<file path="src/rtl/div_arb_pkg.sv">
// Shared types and constants for the divider sequencing arbiter.
// Optional feature macro used by this block: DIV_ZERO_BYPASS_EN.
package div_arb_pkg;

    localparam int unsigned NumReq         = 2;
    localparam int unsigned IdWidth        = 1;
    localparam int unsigned DefaultWidth   = 32;
    localparam int unsigned DefaultTimeout = 64;

    typedef enum logic [1:0] {
        StIdle,
        StIssue,
        StWait,
        StResp
    } state_e;

endpackage

</file>
<file path="src/rtl/rr_arbiter2.sv">
// Two-requester round-robin arbiter; the last-grant pointer moves only on update.
module rr_arbiter2
    import div_arb_pkg::*;
(
    input  logic              clk,
    input  logic              rst,
    input  logic [NumReq-1:0] req,
    input  logic              update,
    output logic [NumReq-1:0] grant
);

    logic last_q;
    logic last_d;

    // On contention the requester not granted last time wins.
    always_comb begin
        grant = req;
        if (req == 2'b11) begin
            grant = last_q ? 2'b01 : 2'b10;
        end
    end

    assign last_d = update ? grant[1] : last_q;

    // Reset to "last granted = 1" so requester 0 has priority first.
    always_ff @(posedge clk or negedge rst) begin
        if (!rst) begin
            last_q <= 1'b1;
        end else begin
            last_q <= last_d;
        end
    end

endmodule

</file>
<file path="src/rtl/div_arbiter.sv">
// Two-port round-robin front end and sequencer for a shared sequential divider.
// Define DIV_ZERO_BYPASS_EN to answer divisor==0 requests without using the divider.
module div_arbiter
    import div_arb_pkg::*;
#(
    parameter int unsigned WIDTH   = DefaultWidth,
    parameter int unsigned TIMEOUT = DefaultTimeout
) (
    input  logic                    clk,
    input  logic                    rst,
    input  logic [NumReq-1:0]       req_valid,
    output logic [NumReq-1:0]       req_ready,
    input  logic [NumReq*WIDTH-1:0] req_dividend,
    input  logic [NumReq*WIDTH-1:0] req_divisor,
    output logic                    div_run,
    output logic [WIDTH-1:0]        div_dividend,
    output logic [WIDTH-1:0]        div_divisor,
    input  logic                    div_rdy,
    input  logic [WIDTH-1:0]        div_quotient,
    input  logic [WIDTH-1:0]        div_remainder,
    output logic                    rsp_valid,
    input  logic                    rsp_ready,
    output logic [IdWidth-1:0]      rsp_id,
    output logic [WIDTH-1:0]        rsp_quotient,
    output logic [WIDTH-1:0]        rsp_remainder,
    output logic                    rsp_err,
    output logic                    rsp_dz
);

    localparam int unsigned CntW = $clog2(TIMEOUT);
    localparam logic [CntW-1:0] CntMax = CntW'(TIMEOUT - 1);

    state_e              state_q, state_d;
    logic [NumReq-1:0]   grant;
    logic                hs;
    logic                dz_take;
    logic                timeout_hit;
    logic [IdWidth-1:0]  sel_id;
    logic [WIDTH-1:0]    sel_dividend, sel_divisor;
    logic [IdWidth-1:0]  id_q;
    logic [WIDTH-1:0]    dividend_q, divisor_q;
    logic [WIDTH-1:0]    quo_q, rem_q;
    logic                err_q;
    logic [CntW-1:0]     cnt_q;

    rr_arbiter2 u_arb (
        .clk    (clk),
        .rst    (rst),
        .req    (req_valid),
        .update (hs),
        .grant  (grant)
    );

    assign hs           = |(req_valid & req_ready);
    assign sel_id       = grant[1];
    assign sel_dividend = sel_id ? req_dividend[WIDTH +: WIDTH] : req_dividend[0 +: WIDTH];
    assign sel_divisor  = sel_id ? req_divisor[WIDTH +: WIDTH] : req_divisor[0 +: WIDTH];
    assign timeout_hit  = (cnt_q == CntMax);

`ifdef DIV_ZERO_BYPASS_EN
    logic dz_q;

    assign dz_take = hs && (sel_divisor == '0);
    assign rsp_dz  = dz_q;

    always_ff @(posedge clk or negedge rst) begin
        if (!rst) begin
            dz_q <= 1'b0;
        end else if (hs) begin
            dz_q <= dz_take;
        end
    end
`else
    assign dz_take = 1'b0;
    assign rsp_dz  = 1'b0;
`endif

    always_ff @(posedge clk or negedge rst) begin
        if (!rst) begin
            state_q <= StIdle;
        end else begin
            state_q <= state_d;
        end
    end

    always_comb begin
        state_d = state_q;
        unique case (state_q)
            StIdle:  if (hs) state_d = dz_take ? StResp : StIssue;
            StIssue: state_d = StWait;
            StWait:  if (div_rdy || timeout_hit) state_d = StResp;
            StResp:  if (rsp_ready) state_d = StIdle;
            default: state_d = StIdle;
        endcase
    end

    always_comb begin
        req_ready = '0;
        div_run   = 1'b0;
        rsp_valid = 1'b0;
        unique case (state_q)
            StIdle:  req_ready = grant;
            StIssue: div_run = 1'b1;
            StWait:  ;
            StResp:  rsp_valid = 1'b1;
            default: ;
        endcase
    end

    always_ff @(posedge clk or negedge rst) begin
        if (!rst) begin
            id_q       <= '0;
            dividend_q <= '0;
            divisor_q  <= '0;
            cnt_q      <= '0;
            quo_q      <= '0;
            rem_q      <= '0;
            err_q      <= 1'b0;
        end else begin
            if (hs) begin
                id_q       <= sel_id;
                dividend_q <= sel_dividend;
                divisor_q  <= sel_divisor;
            end
            if (state_q == StIssue) begin
                cnt_q <= '0;
            end else if (state_q == StWait) begin
                cnt_q <= cnt_q + 1'b1;
            end
            // div_rdy wins over an expiring watchdog in the same cycle.
            if (state_q == StWait) begin
                if (div_rdy) begin
                    quo_q <= div_quotient;
                    rem_q <= div_remainder;
                    err_q <= 1'b0;
                end else if (timeout_hit) begin
                    quo_q <= '0;
                    rem_q <= '0;
                    err_q <= 1'b1;
                end
            end
            if (dz_take) begin
                quo_q <= '1;
                rem_q <= sel_dividend;
                err_q <= 1'b0;
            end
        end
    end

    assign div_dividend  = dividend_q;
    assign div_divisor   = divisor_q;
    assign rsp_id        = id_q;
    assign rsp_quotient  = quo_q;
    assign rsp_remainder = rem_q;
    assign rsp_err       = err_q;

endmodule

</file>
<file path="config.mk">
export PLATFORM = sky130hd
export DESIGN_NAME = div_arbiter
export DESIGN_NICKNAME = d
export VERILOG_FILES = /design/src/rtl/div_arb_pkg.sv /design/src/rtl/rr_arbiter2.sv /design/src/rtl/div_arbiter.sv
export SDC_FILE = /design/constraint.sdc
export NUM_CORES = 1
export LEC_CHECK = 0
export ABC_AREA = 0
export BUFFER_PORTS_ARGS = -buffer_cell sky130_fd_sc_hd__buf_2
export CORE_MARGIN = 8
export CORE_UTILIZATION = 41
export DETAILED_ROUTE_END_ITERATION = 8
export GPL_TIMING_DRIVEN = 0
export PLACE_DENSITY = 0.86
export SYNTH_ARGS = -nofsm -noshare
export SYNTH_HDL_FRONTEND = slang
export SYNTH_SLANG_ARGS = --single-unit
</file>
<file path="constraint.sdc">
create_clock -name clk -period 1.4 [get_ports clk]
set_input_delay 0.28 -clock clk [delete_from_list [all_inputs] [get_ports clk]]
set_output_delay 0.28 -clock clk [all_outputs]
set_load 0.01 [all_outputs]
</file>
==> impl_metrics.csv <==
group,metric,value,unit
setup_path,cp_cell_sequence,"inv_2 > ha_4 > nand2_2 > a21oi_2 > buf_2",
yosys,syn-num-nets,827,
power_and_ir_drop,vdd_drop_max,1.26,mV
timing,final-hold-violation-count,0,
timing,finalSetupViolCount,136,
die,io_pins,333,
min_path,min_from,"div_quotient[7]",
yosys,ys_ff_latch,139,
grt,track_usage,25.8,%
cells_and_area,drive_above_1_share,70.4,%
cells_and_area,final_common_cell,"buf_2",
yosys,synth.distinct_cells,40,
min_path,whs_path_depth,3,
setup_path,critPathMaxFanout,3,
routing,drc,0,
setup_path,worstSetupPathDepth,5,
grt,grt_pass1_vias,6938,
cells_and_area,nets,1256,
placed_design,dp_hpwl,16500,um
die,die_area,0.0192,mm^2
timing,timing.fmax,576,MHz
routing,wire_per_inst,22.8,um
setup_path,critPathMaxStageDelay,0.40,ns
timing,period_needed,1.74,ns
grt,grt_overflow,0,
timing,maxSlewViolCount,0,
timing,rsz0062_at_grt,"true",
status,violations,"setup timing",
timing,skew,0.0109,ns
routing,ant_nets,0,
setup_path,worst-path-buf-inv,2,
routing,routed_wl,28600,um
run,cap_violations,0,
cts,cts_buffer_depth,2,
yosys,ys_seq_area_share,56.4,%
setup_path,required,1.12,ns
cells_and_area,final_cell_mix,"buf_2, dfrtp_1, o21ai_2, nand2_4, nand2_2",
yosys,netlist_instances,623,
cells_and_area,fillCellCount,879,
cts,cts_tree,"built",
cts,clkLatencyLatePin,0.42,ns
die,fp.dieH,139,um
setup_path,crit_path_start,"state_q[1]$_DFFE_PN0P_",
die,fp.dieW,139,um
setup_path,reg2reg_depth,10,
cts,cts_buffers,17,
routing,dr.first_iter.drc_count,352,
setup_path,path_class,"reg2out",
setup_path,crit_arrival,1.46,ns
yosys,netlist_area,0.00617,mm^2
routing,vias,6743,
setup_path,critPathCaptureType,"output port",
grt,antenna_found_initial,2,
timing,worst_pin_slew,0.664,ns
setup_path,crit_slowest_cell,"dfrtp_1",
cts,htree_levels,4,
timing,period_share,124,%
cts,clkSinkCount,139,
cts,cts_root_buf,"clkbuf_16",
placed_design,place_congestion,0.881,
placed_design,dpl_cell_area,0.00815,mm^2
setup_path,r2r_start,"state_q[0]$_DFFE_PN0P_",
cells_and_area,design_area,0.0116,mm^2
setup_path,cp_top_family,"flip-flops",
timing,setup_ws,-0.335,ns
grt,grt_start_max_net_pins,72,
cells_and_area,syn2layout_area_growth,87.4,%
routing,firstDrtPassIters,5,
die,row_count,45,
yosys,avgSynthCellArea,9.90,um^2
timing,setup_tns,-28.76,ns
yosys,yosys_warnings,0,
power_and_ir_drop,p_per_area,2260,mW/mm^2
die,initial_utilization,41.2,%
timing,relSlewSlack,55.7,%
routing,via_per_inst,5.37,
placed_design,portBuffers,331,
grt,grt_pass1_wl,38700,um
die,core_area,0.0150,mm^2
cts,clk_pin_slew_worst_paths,0.06,ns
setup_path,start_kind,"flop",
setup_path,reg2reg_slack,-0.31,ns
power_and_ir_drop,power_leakage,5.84,nW
status,status,"complete, but fails checks",
min_path,hp-class,"in2reg",
==> cell usage after synthesis, drive strengths merged <==
library cell	count	area share, %
o22ai	1	0.10
ha	6	1.2
dfrtp	138	56
nor2b	1	0.10
a311o	1	0.16
a31oi	2	0.20
dfstp	1	0.43
buf	24	3.6
nand4	1	0.10
or3b	1	0.14
nand3b	1	0.12
nand3	1	0.081
o21bai	1	0.12
conb	1	0.061
a21oi	4	0.32
a21o	1	0.12
and4	1	0.14
clkbuf	20	1.2
mux2i	66	11
or3	1	0.10
o21a	1	0.12
o21ai	133	11
nand2	196	12
inv	6	0.37
a22oi	1	0.12
a21boi	1	0.18
nor2	1	0.061
xor2	1	0.14
and2	2	0.20
o211ai	1	0.12
nand2b	4	0.41
a211oi	1	0.20
and3	2	0.28
==> power by group <==
group / internal [mW] / switching, mW / total (mW)
sequential: 5.92 / 1.72 / 7.64
clock: 3.08 / 1.78 / 4.86
combinational: 6.76 / 6.92 / 13.7
==> sequential cells by signal (all words and copies together) (netlist names) <==
register	cells
div_dividend	32
cnt_q	6
div_divisor	32
rsp_id	1
u_arb.last_q	1
rsp_err	1
state_q	2
rsp_quotient	32
rsp_remainder	32
==> layout make-up <==
cell class | instances | area (um^2) | share of cell area, %
plain buffers | 35 | 586 | 5.06
clock inverters | 10 | 165 | 1.43
repair buffers | 417 | 2910 | 25.1
flip-flops and latches | 139 | 3480 | 30.1
multi-input cells | 436 | 3700 | 32.0
inverters | 6 | 22.5 | 0.195
diodes | 2 | 5.00 | 0.0433
well taps | 188 | 235 | 2.03
clock buffers | 22 | 464 | 4.01
==> metrics by stage <==
stage / instances / setup slack, ns / total power, mW / util (%) / hold slack [ns]
after floorplan: 623 / -0.0275 / 11.2 / - / -0.0156
after CTS: 1238 / -0.313 / 22.2 / 69.0 / 0.0369
final: 1255 / -0.335 / 26.2 / 77.2 / 0.0560
after global placement: 1142 / -1.88 / 14.5 / 54.2 / 0.457
after global routing: 1255 / -0.401 / 27.4 / 77.2 / 0.0417
after detailed placement: 1143 / -0.421 / 14.8 / 54.4 / 0.337
==> final timing paths <==
check,end
worst max-delay path,req_ready[0]
worst min-delay path,rsp_quotient[7]$_DFFE_PN0P_
worst max register to register,rsp_quotient[1]$_DFFE_PN0P_
worst min register to register,div_divisor[30]$_DFFE_PN0P_
max in group asynchronous,rsp_remainder[2]$_DFFE_PN0P_
min in group asynchronous,div_divisor[27]$_DFFE_PN0P_
==> layer usage <==
metal  global-route usage [%]  wire length (um)  vias to the layer above
met5                        0                 0                        -
met2                     44.1             15000                      324
met3                     7.44              1790                       99
met1                     29.2             10400                     3346
li1                         -                 -                     2974
met4                     12.4              1380                        0
==> cell families (layout without fill, tap and decap cells) <==
logic type,Yosys count,count (layout),share of synthesized area (%)
other,1,3,0.0608
and+or+nand+nor,212,214,13.7
DFF,139,139,56.4
xor gates and xnor gates,1,1,0.142
muxes,66,66,10.7
AOI/OAI and AO/OA,148,148,12.6
adders and majority gates,6,6,1.22
buffers and inverters,50,490,5.21
==> worst register-to-register path: stages, from the launching register on <==
cell and delay (ns):
dfrtp_1 0.36, inv_2 0.07, buf_6 0.11, buf_6 0.11, ha_4 0.16, buf_8 0.14, buf_6 0.12, and2_4 0.21
buf_8 0.14, nand2_1 0.11, o21ai_2 0.08
==> what timing repair did <==
action | CTS | global route
hold buffers | 1 | 0
cloned | 21 | 9
gates resized for setup | 248 | 316
pin swaps | 76 | 117
setup endpoints to repair | 140 | 138
hold endpoints to repair | 67 | 0
setup buffers | 43 | 24
Power figures use the tool's default switching activity.
